==> src/rtl/fifo_arb_pkg.sv <==
// rtl/fifo_arb_pkg.sv - shared state encoding and width helper for the write-port arbiter
// Purpose: state encoding used by the FSM and the id-width helper shared by
//          the interface, the round-robin picker and the top.
// Ports:   none (package).
package fifo_arb_pkg;

  localparam logic ST_IDLE  = 1'b0;
  localparam logic ST_GRANT = 1'b1;

  typedef enum logic {
    IDLE  = ST_IDLE,
    GRANT = ST_GRANT
  } arb_state_e;

  // Width of an id field; never zero so a 1-bit id still exists for tiny configs.
  function automatic int clog2_min1(input int n);
    return (n > 2) ? $clog2(n) : 1;
  endfunction

endpackage

==> src/rtl/fifo_wr_arbiter_if.sv <==
// rtl/fifo_wr_arbiter_if.sv - requester and fifo_top write-port bundle for the arbiter
// Purpose: groups requester handshakes, the fifo_top write port and grant status.
// Ports (signals):
//   req_valid/req_last/req_data  requester side, driven by requesters
//   req_ready                    per-requester accept, driven by the arbiter
//   fifo_wr_en/fifo_wr_data      to fifo_top write port
//   fifo_full                    from fifo_top
//   gnt_id/gnt_busy              grant status
// Modports: master = arbiter, slave = requesters plus fifo_top.
interface fifo_wr_arbiter_if import fifo_arb_pkg::*; #(
  parameter int DATA_SIZE = 4,
  parameter int NUM_REQ   = 4
) ();

  localparam int ID_W = clog2_min1(NUM_REQ);

  logic [NUM_REQ-1:0]           req_valid;
  logic [NUM_REQ-1:0]           req_last;
  logic [NUM_REQ*DATA_SIZE-1:0] req_data;
  logic [NUM_REQ-1:0]           req_ready;
  logic                         fifo_wr_en;
  logic [DATA_SIZE-1:0]         fifo_wr_data;
  logic                         fifo_full;
  logic [ID_W-1:0]              gnt_id;
  logic                         gnt_busy;

  modport master (
    input  req_valid, req_last, req_data, fifo_full,
    output req_ready, fifo_wr_en, fifo_wr_data, gnt_id, gnt_busy
  );

  modport slave (
    output req_valid, req_last, req_data, fifo_full,
    input  req_ready, fifo_wr_en, fifo_wr_data, gnt_id, gnt_busy
  );

endinterface

==> src/rtl/fifo_wr_arbiter_rr_pick.sv <==
// rtl/fifo_wr_arbiter_rr_pick.sv - combinational round-robin picker
// Purpose: returns the first set request strictly after last_id, wrapping.
// Ports:
//   req      in  N  request vector
//   last_id  in  W  previous winner
//   any      out 1  at least one request set
//   pick_id  out W  chosen requester (valid when any)
module rr_pick import fifo_arb_pkg::*; #(
  parameter int N = 4,
  localparam int W = clog2_min1(N)
) (
  input  logic [N-1:0] req,
  input  logic [W-1:0] last_id,
  output logic         any,
  output logic [W-1:0] pick_id
);

  logic [2*N-1:0] dbl;
  logic [2*N-1:0] masked;

  // The upper copy of req supplies the wrapped-around candidates, so masking
  // off everything at or below last_id leaves a plain lowest-bit search.
  always_comb begin
    dbl     = {req, req};
    masked  = '0;
    any     = |req;
    pick_id = '0;
    for (int i = 0; i < 2*N; i++) begin
      masked[i] = dbl[i] && (i > int'(last_id));
    end
    for (int i = 2*N-1; i >= 0; i--) begin
      if (masked[i]) pick_id = W'(i % N);
    end
  end

endmodule

==> src/rtl/fifo_wr_arbiter.sv <==
// rtl/fifo_wr_arbiter.sv - round-robin arbiter for the single fifo_top write port
// Purpose: grants one requester per burst of up to BURST_LEN words, one idle
//          decision cycle per grant, never writes while fifo_full is high.
// Ports:
//   wr_clk  in  1  sole clock
//   wr_rst  in  1  synchronous active-high reset
//   bus     fifo_wr_arbiter_if.master  requester handshakes, fifo write port, grant status
module fifo_wr_arbiter import fifo_arb_pkg::*; #(
  parameter int DATA_SIZE = 4,
  parameter int NUM_REQ   = 4,
  parameter int BURST_LEN = 4
) (
  input  logic              wr_clk,
  input  logic              wr_rst,
  fifo_wr_arbiter_if.master bus
);

  localparam int ID_W  = clog2_min1(NUM_REQ);
  localparam int CNT_W = $clog2(BURST_LEN + 1);
  localparam logic [CNT_W-1:0] CNT_LAST = CNT_W'(BURST_LEN - 1);
  localparam logic [ID_W-1:0]  ID_MAX   = ID_W'(NUM_REQ - 1);

  arb_state_e       state_q, state_d;
  logic [ID_W-1:0]  gnt_id_q, gnt_id_d;
  logic [ID_W-1:0]  last_id_q, last_id_d;
  logic [CNT_W-1:0] cnt_q, cnt_d;

  logic             any_req;
  logic [ID_W-1:0]  pick_id;
  logic             in_grant;
  logic             gnt_valid;
  logic             gnt_last;
  logic             xfer;
  logic             rel;
  logic [NUM_REQ-1:0] ready;

  rr_pick #(.N(NUM_REQ)) u_pick (
    .req     (bus.req_valid),
    .last_id (last_id_q),
    .any     (any_req),
    .pick_id (pick_id)
  );

  // Reset gates every combinational output so nothing leaks mid-burst.
  assign in_grant  = (state_q == GRANT) && !wr_rst;
  assign gnt_valid = bus.req_valid[gnt_id_q];
  assign gnt_last  = bus.req_last[gnt_id_q];
  assign xfer      = in_grant && gnt_valid && !bus.fifo_full;

  // A full FIFO stalls the grant rather than releasing it as an idle grantee.
  assign rel = in_grant &&
               ((xfer && (gnt_last || (cnt_q == CNT_LAST))) ||
                (!gnt_valid && !bus.fifo_full));

  always_comb begin
    ready = '0;
    if (in_grant && !bus.fifo_full) ready[gnt_id_q] = 1'b1;
  end

  assign bus.req_ready    = ready;
  assign bus.fifo_wr_en   = xfer;
  assign bus.fifo_wr_data = bus.req_data[gnt_id_q*DATA_SIZE +: DATA_SIZE];
  assign bus.gnt_id       = gnt_id_q;
  assign bus.gnt_busy     = in_grant;

  always_comb begin
    state_d   = state_q;
    gnt_id_d  = gnt_id_q;
    last_id_d = last_id_q;
    cnt_d     = cnt_q;
    case (state_q)
      IDLE: begin
        if (any_req) begin
          state_d  = GRANT;
          gnt_id_d = pick_id;
        end
      end
      GRANT: begin
        if (rel) begin
          state_d   = IDLE;
          last_id_d = gnt_id_q;
          cnt_d     = '0;
        end else if (xfer) begin
          cnt_d = cnt_q + 1'b1;
        end
      end
      default: state_d = IDLE;
    endcase
  end

  always_ff @(posedge wr_clk) begin
    if (wr_rst) begin
      state_q   <= IDLE;
      gnt_id_q  <= '0;
      last_id_q <= ID_MAX;
      cnt_q     <= '0;
    end else begin
      state_q   <= state_d;
      gnt_id_q  <= gnt_id_d;
      last_id_q <= last_id_d;
      cnt_q     <= cnt_d;
    end
  end

endmodule
==> src/flat_wrapper.sv <==
// flat-port wrapper written by rule: the top's interface ports become plain ports
module fifo_wr_arbiter_flat import fifo_arb_pkg::*;
#(
  parameter int DATA_SIZE = 4,
  parameter int NUM_REQ   = 4,
  parameter int BURST_LEN = 4
)
  (wr_clk, wr_rst, bus_req_valid, bus_req_last, bus_req_data, bus_fifo_full, bus_req_ready, bus_fifo_wr_en, bus_fifo_wr_data, bus_gnt_id, bus_gnt_busy);
  fifo_wr_arbiter_if #(.DATA_SIZE(DATA_SIZE), .NUM_REQ(NUM_REQ)) bus_i ();
  input  logic wr_clk;
  input  logic wr_rst;
  input wire logic [$bits(bus_i.req_valid)-1:0] bus_req_valid;
  input wire logic [$bits(bus_i.req_last)-1:0] bus_req_last;
  input wire logic [$bits(bus_i.req_data)-1:0] bus_req_data;
  input wire logic [$bits(bus_i.fifo_full)-1:0] bus_fifo_full;
  output wire logic [$bits(bus_i.req_ready)-1:0] bus_req_ready;
  output wire logic [$bits(bus_i.fifo_wr_en)-1:0] bus_fifo_wr_en;
  output wire logic [$bits(bus_i.fifo_wr_data)-1:0] bus_fifo_wr_data;
  output wire logic [$bits(bus_i.gnt_id)-1:0] bus_gnt_id;
  output wire logic [$bits(bus_i.gnt_busy)-1:0] bus_gnt_busy;
  assign bus_i.req_valid = bus_req_valid;
  assign bus_i.req_last = bus_req_last;
  assign bus_i.req_data = bus_req_data;
  assign bus_i.fifo_full = bus_fifo_full;
  assign bus_req_ready = bus_i.req_ready;
  assign bus_fifo_wr_en = bus_i.fifo_wr_en;
  assign bus_fifo_wr_data = bus_i.fifo_wr_data;
  assign bus_gnt_id = bus_i.gnt_id;
  assign bus_gnt_busy = bus_i.gnt_busy;
  fifo_wr_arbiter #(.DATA_SIZE(DATA_SIZE), .NUM_REQ(NUM_REQ), .BURST_LEN(BURST_LEN)) u_core (.wr_clk(wr_clk), .wr_rst(wr_rst), .bus(bus_i));
endmodule
==> config.mk <==
export PLATFORM = sky130hd
export DESIGN_NAME = fifo_wr_arbiter_flat
export DESIGN_NICKNAME = d
export VERILOG_FILES = /design/src/rtl/fifo_arb_pkg.sv /design/src/rtl/fifo_wr_arbiter_if.sv /design/src/rtl/fifo_wr_arbiter_rr_pick.sv /design/src/rtl/fifo_wr_arbiter.sv /design/src/flat_wrapper.sv
export SDC_FILE = /design/constraint.sdc
export NUM_CORES = 1
export LEC_CHECK = 0
export CORE_AREA = 2 2 39 41
export CTS_BUF_LIST = sky130_fd_sc_hd__clkbuf_8
export DETAILED_ROUTE_END_ITERATION = 10
export DIE_AREA = 0 0 41 43
export DONT_BUFFER_PORTS = 1
export PLACE_DENSITY = 0.7
export SYNTH_ARGS = -nofsm -noshare
export SYNTH_HDL_FRONTEND = slang
export SYNTH_SLANG_ARGS = --single-unit
==> constraint.sdc <==
create_clock -name wr_clk -period 1.7 [get_ports wr_clk]
set_input_delay 0.34 -clock wr_clk [delete_from_list [all_inputs] [get_ports wr_clk]]
set_output_delay 0.34 -clock wr_clk [all_outputs]
set_load 0.01 [all_outputs]
**After elaboration in Yosys (flattened, before gate mapping)**

Cells that the tools add are included.

- Register bits: 8
- Logic and storage cells: 53

- Add/subtract/negate cells: 1
- $lt $le $gt $ge: 5
- Eq/ne operators: 1
- Shift-type cells: 1
- Mux-type cells: 19
- Bitwise logic cells: 1
- Reductions and logical operators: 21

Operators with widths:

| kind | number |
|---|---|
| 16-bit by 5-bit variable part select with 4-bit output | 1 |
| 2-bit two-way mux | 7 |
| 1-bit logical AND | 11 |
| 3-bit two-way mux | 2 |
| 2-bit AND reduction | 3 |
| 1-bit two-way mux | 5 |
| 1-bit binary-select mux with 2-bit select | 2 |
| 2-bit greater-than comparator (first input constant) | 2 |
| 4-bit two-way mux | 1 |
| 4-bit OR reduction | 1 |
| 3-bit by 1-bit adder with 3-bit output (second input constant) | 1 |
| 3-bit by 2-bit equality test with 1-bit output (second input constant) | 1 |
| 1-bit zero test | 3 |
| 2-bit by 3-bit < comparator with 1-bit output (second input constant) | 1 |
| 1-bit demux with 2-bit select | 1 |
| 2-bit by 1-bit greater-or-equal comparator with 1-bit output (second input constant) | 1 |
| 1-bit by 2-bit greater-than comparator with 1-bit output (first input constant) | 1 |
| 1-bit logical OR | 2 |
| 1-bit one-hot mux with 2 select lines | 1 |
| 2-bit nonzero test | 1 |
| 1-bit inverter | 1 |

**Logic depth before layout (Yosys ltp)**

Gate-level depths: netlist (run 1).

- Word-level depth: 9
- Mapped depth: 6

**Modules after synthesis**

Synthesis (run 1) repeated with hierarchy kept, for this count alone.

- Cells, all modules: 69
- Area, all modules: 646.9 µm²

Modules (own cells, without submodules):

| module | times used | cells each | area each (µm²) |
|---|---|---|---|
| fifo_wr_arbiter | 1 | 55 | 560.5 |
| rr_pick | 1 | 14 | 86.3 |

**Worst setup path after synthesis (run 1)**

No wires, ideal clock.

- Kind: register -> output
- From: register u_core.gnt_id_q[0], in the netlist u_core.bus.gnt_id[0]
- To: output bus_fifo_wr_en
- Arrival time: 1.198 ns
- Data required time: 1.360 ns
- Slack: 0.162 ns
- Cell stages (with the launch flop): 3
- Buffers on the path: 0
- Path through: dfxtp_1 mux4_2 and2_1

- Word-level cells in the longest chain between the ends: 4

Ends and longest elaborated chain:

| what | RTL line | text |
|---|---|---|
| start, declared | fifo_wr_arbiter.sv:24 | `logic [ID_W-1:0] gnt_id_q, gnt_id_d;` |
| start signal, assigned | fifo_wr_arbiter.sv:99 | `gnt_id_q <= gnt_id_d;` |
| 1-bit binary-select mux with 2-bit select | fifo_wr_arbiter.sv:46 | `assign gnt_valid = bus.req_valid[gnt_id_q];` |
| 1-bit two-way mux (implied by the code) | fifo_wr_arbiter.sv:46 |  |
| 1-bit logical AND (2 in a row) | fifo_wr_arbiter.sv:48 | `assign xfer = in_grant && gnt_valid && !bus.fifo_full;` |
| end, declared | flat_wrapper.sv:17 | `output wire logic [$bits(bus_i.fifo_wr_en)-1:0] bus_fifo_wr_en;` |

No other way between the ends. The select of a mux whose other input is x is not followed.

**Final worst setup path (run 1)**

Same ends and word-level chain as after synthesis.

==> results.txt, run 1 <==
The initial antenna violation count is 0. The end of the worst register-to-register path is u_core.last_id_q[1]. The total global routing overflow came out at 0. In the routed design, unresolved DRC markers number 0. The achievable clock frequency is 607.0 MHz.

TritonCTS built the clock tree. The number of nets at the end of the flow is between 100 and 150. The startpoint identified for the worst hold timing path is wr_rst.

The share of the yosys chip area belonging to registers is 0.2515. The sum of negative setup slack is 0 ps. The final design utilization is 0.5353. The maximum number of pins on one net before global-route repair is 12. The count of distinct cell types in the synthesized netlist is 25. The path category of the worst min-delay check is in -> reg.

The layout cell share with drive strength beyond 1 is 0.2877. The floorplan step set the die height to 43 µm. Compared with the post-synthesis result, the final layout area differs by 16.31%. The post-detailed-route wirelength per cell came out at 16.80 µm. The total number of placement rows is 14.

CTS built an H-tree with a depth of 1. Sorting the synthesized cells by area gives the leading types as sky130_fd_sc_hd__dfxtp_1 (25%), sky130_fd_sc_hd__mux4_2 (18%), sky130_fd_sc_hd__mux2i_1 (9.4%). The initial standard-cell utilization of the core is 0.4602. The count of cells along the worst register-to-register path came out at 6.

After synthesis the cells add up to 636.9 µm². The clock skew after layout came out at 1.897 ps. The cell type with the largest total area after synthesis is sky130_fd_sc_hd__dfxtp_1.

The slack of the worst reg-to-reg path is 130 ps. Data on the critical path is required at its endpoint by 1360 ps. The leakage power total came out at 0.3024 nW. The area enclosed by the die boundary is 1763 µm². The total via count after detailed routing came out at between 500 and 600. The worst-case IR drop observed on VDD is 0.0004299 V.

The final-report setup violation count is 0. The average cell area after synthesis came out at 9.366 µm². At the pin with the least slew margin, the transition time is 278.3 ps. The worst-case setup margin in the final layout is 52.50 ps. The cell sitting at the root of the clock tree is a sky130_fd_sc_hd__clkbuf_8. The I/O pin count came out at 39. The clock passes through at most 2 buffers.

The clock net in this run drives a total of 8 sinks. The reported max-cap violation count is 0. The share of the synthesized area in the top cell type came out at 0.2515. Setup repair after global routing left no endpoint under its margin. The count of antenna diodes in the layout is 0. The type of the setup path with the least slack is reg -> out. The remaining antenna violation count came out at 0. Dividing total power by cell area gives a power density of 858.0 nW/µm².

At the later pin of the worst-skew pair, clock insertion delay measures 230 ps. The clock-pin transition on the worst setup and hold timing paths is about 40 ps. The post-synthesis cell count is 68.

The sum of routed wire length over all layers came out at 1495 µm. The floorplan step set the die width to 41 µm. In this run the critical register-to-register path is launched from u_core.cnt_q[0]. The number of design-rule violations left by the first detailed-router iteration is 8. The number of max-slew violations in the final report is 0.

Along the worst hold path, the cell count comes to 1. The pre-CTS setup slack came out at 129.0 ps. The first global-routing pass estimated 2118 µm of wire. The first TritonRoute pass finished after 4 iterations. The post-cts hold buffer count is 0. Across every metal layer, demand over resource in global routing totals 0.1810.

At the end of routability-driven placement, the weighted congestion stood at 0.7794. The placeable core region is between 1000 and 1500 µm². The number of global-route vias before repair came out at 528.

The flip-flop and latch count after synthesis is 8. The hold violation total from the final report is 0. The final cycle utilization of the critical path came out at 0.9691. The kind of start point of the critical path is a register.

Data on the critical path arrives at its endpoint at around 1300 ps. Using the TritonRoute via totals, the vias-per-cell ratio works out to 6.270. The path with the worst hold slack has its endpoint at u_core.bus.gnt_id[1].

The synthesized netlist net count is 97. For the finished layout, the period the worst path requires is 1647 ps. In this run the worst path has a maximum fanout of 2. After legalization and detailed placement, the total HPWL measured between 1000 and 1500 µm. For this run, the number of Yosys warnings is 0. Input and output buffers added on the ports amount to 0. The run finished with clean final reports. The endpoint class of the critical path is a primary output. Measured against its own limit, the worst slew margin works out to 0.8138.

The number of buffers inserted during clock tree synthesis came out at 3.
cell families after synthesis:
group                      after synthesis  share of synthesized area
AOI/OAI and AO/OA                       16                     0.2004
adders and majority gates                2                    0.03929
buffers and inverters                    8                    0.05895
DFF                                      8                     0.2515
muxes                                   11                     0.2711
and+or+nand+nor                         23                     0.1788
registers in the layout (all words and copies together), names as in the netlist:
signal,count
u_core.state_q,1
u_core.bus.gnt_id,2
u_core.cnt_q,3
u_core.last_id_q,2
layout make-up:
type,instances,area [µm²]
clock buffer,3,41.29
fill,126,643.1
inverter,5,18.77
multi-input combinational,52,456.7
sequential,8,162.7
tap,16,20.02
timing repair buffer,5,41.29
power by group:
group | internal [W] | switching (W) | total (W)
Combinational | 0.0000920 | 0.0000916 | 0.000184
Clock | 0.000153 | 0.0000762 | 0.000230
Sequential | 0.000205 | 0.0000176 | 0.000222
worst max path at each step:
stage                                    start                  end  slack, ps  depth (start not counted)
after detailed placement       u_core.cnt_q[0]  u_core.last_id_q[1]        130                          6
after global routing      u_core.bus.gnt_id[0]       bus_fifo_wr_en         20                          2
final                     u_core.bus.gnt_id[0]       bus_fifo_wr_en         50                          2
after global placement         u_core.cnt_q[0]  u_core.last_id_q[1]        130                          6
after floorplan           u_core.bus.gnt_id[0]       bus_fifo_wr_en        160                          2
after CTS                 u_core.bus.gnt_id[0]       bus_fifo_wr_en         20                          2
placed cells by master, fill, tap and decap left out:
cell and n:
sky130_fd_sc_hd__a21oi_4 1, sky130_fd_sc_hd__dfxtp_1 6, sky130_fd_sc_hd__mux4_2 5, sky130_fd_sc_hd__a31oi_1 1
sky130_fd_sc_hd__nor2_1 9, sky130_fd_sc_hd__and2_1 1, sky130_fd_sc_hd__nand2b_4 1, sky130_fd_sc_hd__a211o_1 1
sky130_fd_sc_hd__mux2i_1 6, sky130_fd_sc_hd__a22o_4 1, sky130_fd_sc_hd__nand2_1 3, sky130_fd_sc_hd__o21ai_0 1
sky130_fd_sc_hd__and2b_1 1, sky130_fd_sc_hd__buf_4 4, sky130_fd_sc_hd__a21o_1 1, sky130_fd_sc_hd__inv_1 5
sky130_fd_sc_hd__nor3_2 2, sky130_fd_sc_hd__o31a_1 1, sky130_fd_sc_hd__ha_1 2, sky130_fd_sc_hd__nand4b_1 1
sky130_fd_sc_hd__nor3_1 1, sky130_fd_sc_hd__dfxtp_2 2, sky130_fd_sc_hd__clkbuf_8 3, sky130_fd_sc_hd__a21oi_1 6
sky130_fd_sc_hd__a2111oi_2 1, sky130_fd_sc_hd__buf_6 1, sky130_fd_sc_hd__o22ai_1 2, sky130_fd_sc_hd__and3_1 2
sky130_fd_sc_hd__nand2b_1 2
per-stage QoR:
stage                     power [W]  std cells  hold slack (ps)  instance area (µm²)
after floorplan           0.0003721         68            448.4                636.9
after CTS                 0.0006304         89            167.8                721.9
after global routing      0.0006618         89            172.2                740.7
after global placement    0.0003917         85            411.8                668.1
after detailed placement  0.0003932         85            412.3                668.1
final                     0.0006356         89            173.4                740.7
cell usage after synthesis:
master / instances
sky130_fd_sc_hd__inv_1: 5
sky130_fd_sc_hd__and2b_1: 1
sky130_fd_sc_hd__dfxtp_1: 8
sky130_fd_sc_hd__clkbuf_1: 2
sky130_fd_sc_hd__o22ai_1: 2
sky130_fd_sc_hd__buf_6: 1
sky130_fd_sc_hd__nand4b_1: 1
sky130_fd_sc_hd__ha_1: 2
sky130_fd_sc_hd__nor2_1: 9
sky130_fd_sc_hd__a21oi_4: 1
sky130_fd_sc_hd__a211o_1: 1
sky130_fd_sc_hd__a31oi_1: 1
sky130_fd_sc_hd__a2111oi_2: 1
sky130_fd_sc_hd__a21o_1: 1
sky130_fd_sc_hd__nor3_1: 3
sky130_fd_sc_hd__mux4_2: 5
sky130_fd_sc_hd__and3_1: 2
sky130_fd_sc_hd__o31a_1: 1
sky130_fd_sc_hd__mux2i_1: 6
sky130_fd_sc_hd__nand2b_1: 3
sky130_fd_sc_hd__and2_1: 1
sky130_fd_sc_hd__nand2_1: 3
sky130_fd_sc_hd__o21ai_0: 1
sky130_fd_sc_hd__a22o_4: 1
sky130_fd_sc_hd__a21oi_1: 6
what timing repair did:
action	CTS	global route
pin swaps	0	0
setup buffers	1	0
gates resized for setup	2	4
setup endpoints to repair	2	7
metal layers:
layer / GRT usage / vias to the layer above / routed length, µm
met3: 0.05236 / 4 / 210
li1: - / 264 / -
met4: 0.1200 / 0 / 38
met1: 0.2237 / 248 / 600
met5: 0 / - / 0
met2: 0.2594 / 42 / 645
worst max-delay path, stage by stage, from the launching register on:
cell                      delay [ps]
sky130_fd_sc_hd__dfxtp_2         340
sky130_fd_sc_hd__mux4_2          520
sky130_fd_sc_hd__and2_1          210
Power figures use the tool's default switching activity.
==> run 2, diff against run 1 <==
Settings changed: REMOVE_ABC_BUFFERS set to 1.
==> run 2 against run 1 <==
Net effect: die area stayed put; clock power about the same; global-route usage decreased by 0.76 points; final area is 0.51% lower; highest routed layer unchanged.
==> results.txt, run 2 (synthesis gave the netlist of run 1 again) <==
The final cycle utilization of the critical path was 0.9723 (+0.003167). The wire length of the first global-routing pass is 2145 µm (+1.3%). The average vias per placed instance came out at 6.033 (-3.8%). The highest net fanout along the worst path came out at 2 (unchanged). The worst hold path cell count came out at 1 (unchanged). The clock-pin transition on the worst setup and hold timing paths came out at 40 ps (about the same). The CTS sink count is 8 (unchanged). The worst-case vdd ir drop is 0.0004497 V (+4.6%). The horizontal extent of the die came out at 41 µm (unchanged).

The run finished with clean final reports. The slew of the pin with the lowest slew margin came out at 356.8 ps (+78.51 ps). The maximum number of pins on one net before global-route repair came out at 12 (unchanged). The fill cell instance count of the final layout came out at 126 (unchanged). Setup repair after global routing left no endpoint under its margin. The cell sitting at the root of the clock tree is a sky130_fd_sc_hd__clkbuf_8. The number of nets at the end of the flow is 106 (+1.9%).

The kind of start point of the critical path is a register. The data arrival time of the critical path is 1310 ps (about the same). The remaining antenna violation count came out at 0 (unchanged). The number of design-rule violations left by the first detailed-router iteration is 4 (-4). The setup path with the least slack is of type reg -> out. The deepest level of the CTS H-tree is 1 (unchanged).

The final-report setup violation count came out at 0 (unchanged). The shortest period the worst path allows is 1653 ps (+5.384 ps). The sum of buffers and inverters on the critical path came out at 0 (unchanged). The achievable clock frequency came out at 605.0 MHz (-0.33%). The number of flip-flops under the largest register name came out at 3 (unchanged).

The initial standard-cell utilization of the core was 0.4602 (unchanged). The final design utilization came out at 0.5326 (-0.002712). The I/O pin count is 39 (unchanged). In this run the worst hold path is classified as in -> reg. The area added between synthesis and finish is 15.72%. The reported max-cap violation count is 0 (unchanged). The total via count after detailed routing came out at 549 (-1.6%). The worst register-to-register path ends at u_core.last_id_q[0]. The post-detailed-route wirelength per cell is 16.07 µm (-4.4%). The number of max-slew violations in the final report is 0 (unchanged). The count of cells along the worst register-to-register path is 6 (unchanged).

The number of global-route vias before repair is 544 (+3.0%). u_core.cnt_q holds more flip-flops than any other register. The placeable core region came out at 1384 µm² (unchanged). The area enclosed by the die boundary came out at 1763 µm² (unchanged). The leakage power total is 0.3019 nW (-0.17%). The count of antenna diodes in the layout came out at 0 (unchanged). The maximum cell stage delay along the critical path is 530 ps (about the same). Leaving out fill and tap cells, the most frequent cells in the layout are sky130_fd_sc_hd__nor2_1 (9), sky130_fd_sc_hd__dfxtp_1 (7), sky130_fd_sc_hd__a21oi_1 (6), sky130_fd_sc_hd__mux2i_1 (6), sky130_fd_sc_hd__buf_4 (6). The total number of placement rows is 14 (unchanged). The required arrival time at the worst endpoint is 1360 ps (about the same). The worst hold path startpoint is wr_rst. The DRC violation count after routing was 0 (unchanged). The number of standard cells in the final layout excluding fillers came out at 91 (+2.2%). The initial antenna violation count is 0 (unchanged). The post-layout total power is 0.0006346 W (-0.15%). The clock skew after layout is 2.438 ps (+0.5409 ps).

The total routing usage reported by global routing came out at 0.1734 (-0.007604). STA classifies the critical path endpoint as a primary output. The hold violation total from the final report came out at 0 (unchanged). The post-placement cell count is 87 (+2.4%). The sum of routed wire length over all layers is 1462 µm (-2.2%). The leading cell type in the layout, fill and taps excluded is sky130_fd_sc_hd__nor2_1. The slack of the worst reg-to-reg path came out at 110 ps (-20 ps). The number of buffer cells added on primary ports came out at 0 (unchanged).

The signal on the critical path passes through mux4_2 -> and2_1. The power per cell area is 861.1 nW/µm² (+0.36%). The layout cell share with drive strength beyond 1 came out at 0.2533 (-0.03434).

Broken down by cell family, the worst path's largest delay share belongs to multiplexers. TritonCTS built the clock tree. The cell at the slowest stage of the critical path is sky130_fd_sc_hd__mux4_2. The final-layout worst hold slack is 175.1 ps (+1.706 ps). The total global routing overflow is 0 (unchanged). The worst hold path terminates at u_core.bus.gnt_id[1]. The global placer's final weighted congestion came to 0.7393 (-5.1%). The worst-case clock buffer depth is 2 (unchanged). The die boundary height came to 43 µm (unchanged). The pre-CTS setup slack was 149.2 ps (+20.21 ps). The clock latency on the worst-skew pair is 230 ps (about the same). The launch instance of the worst register-to-register path is u_core.cnt_q[0]. The worst-case setup margin in the final layout is 47.12 ps (-5.384 ps). The number of iterations in the first detailed-routing pass was 2 (-2). The number of buffers inserted during clock tree synthesis came out at 3 (unchanged). The remaining max-slew budget at the tightest pin is 0.7603 (-0.05349).
-- run 2: cell types whose count changed in the layout (fill, tap and decap cells not counted) --
cell | previous run | this run
sky130_fd_sc_hd__nor3_2 | 2 | 0
sky130_fd_sc_hd__dfxtp_2 | 2 | 1
sky130_fd_sc_hd__nand2b_1 | 2 | 3
sky130_fd_sc_hd__buf_4 | 4 | 6
sky130_fd_sc_hd__dfxtp_1 | 6 | 7
sky130_fd_sc_hd__nor3_1 | 1 | 3
sky130_fd_sc_hd__nand2b_4 | 1 | 0
-- run 2: layer usage --
layer / routed length (µm) / GRT usage / vias to the layer above
met5: 0 / 0 / -
met4: 5 / 0.06000 / 0
met3: 180 / 0.02094 / 2
met2: 679 / 0.2938 / 34
met1: 596 / 0.2117 / 246
li1: - / - / 267
-- run 2: layout make-up --
type	count	area (µm²)	share of cell area
Multi-Input combinational cell	52	439.2	0.5959
Sequential cell	8	161.4	0.2190
Timing Repair Buffer	7	56.30	0.07640
Clock buffer	3	41.29	0.05603
Tap cell	16	20.02	0.02716
Inverter	5	18.77	0.02547
-- run 2: how the worst max path moves through the flow --
stage / slack, ps / start / to / cells after the start
after floorplan: -80 / u_core.bus.gnt_id[0] / bus_fifo_wr_en / 2
after global placement: 210 / u_core.cnt_q[0] / u_core.last_id_q[1] / 6
after detailed placement: 150 / u_core.cnt_q[0] / u_core.last_id_q[0] / 6
after CTS: 30 / u_core.bus.gnt_id[0] / bus_fifo_wr_data[3] / 2
after global routing: 1 / u_core.cnt_q[0] / u_core.last_id_q[0] / 6
final: 50 / u_core.bus.gnt_id[0] / bus_fifo_wr_en / 2
-- run 2: report_power, final --
part / internal, W / switching (W)
Combinational: 0.0000939 / 0.0000910
Clock: 0.000154 / 0.0000755
Sequential: 0.000204 / 0.0000168
-- run 2: timing repair --
action	CTS	global route
setup endpoints to repair	3	0
resized for setup	2	0
buffers inserted	1	0
hold buffers	0	0
-- run 2: metrics by stage --
step / cell area, µm² / TNS (ps)
global route: 737.0 / 0
finish: 737.0 / 0
detailed placement: 683.2 / 0
floorplan: 618.1 / -79.11
global placement: 683.2 / 0
CTS: 737.0 / 0
-- run 2: worst reg2reg max path: stages, from the launching register on --
cell	delay, ps
sky130_fd_sc_hd__dfxtp_1	340
sky130_fd_sc_hd__ha_1	150
sky130_fd_sc_hd__ha_1	140
sky130_fd_sc_hd__and2b_1	180
sky130_fd_sc_hd__a22o_4	240
sky130_fd_sc_hd__a21oi_4	210
sky130_fd_sc_hd__mux2i_1	250
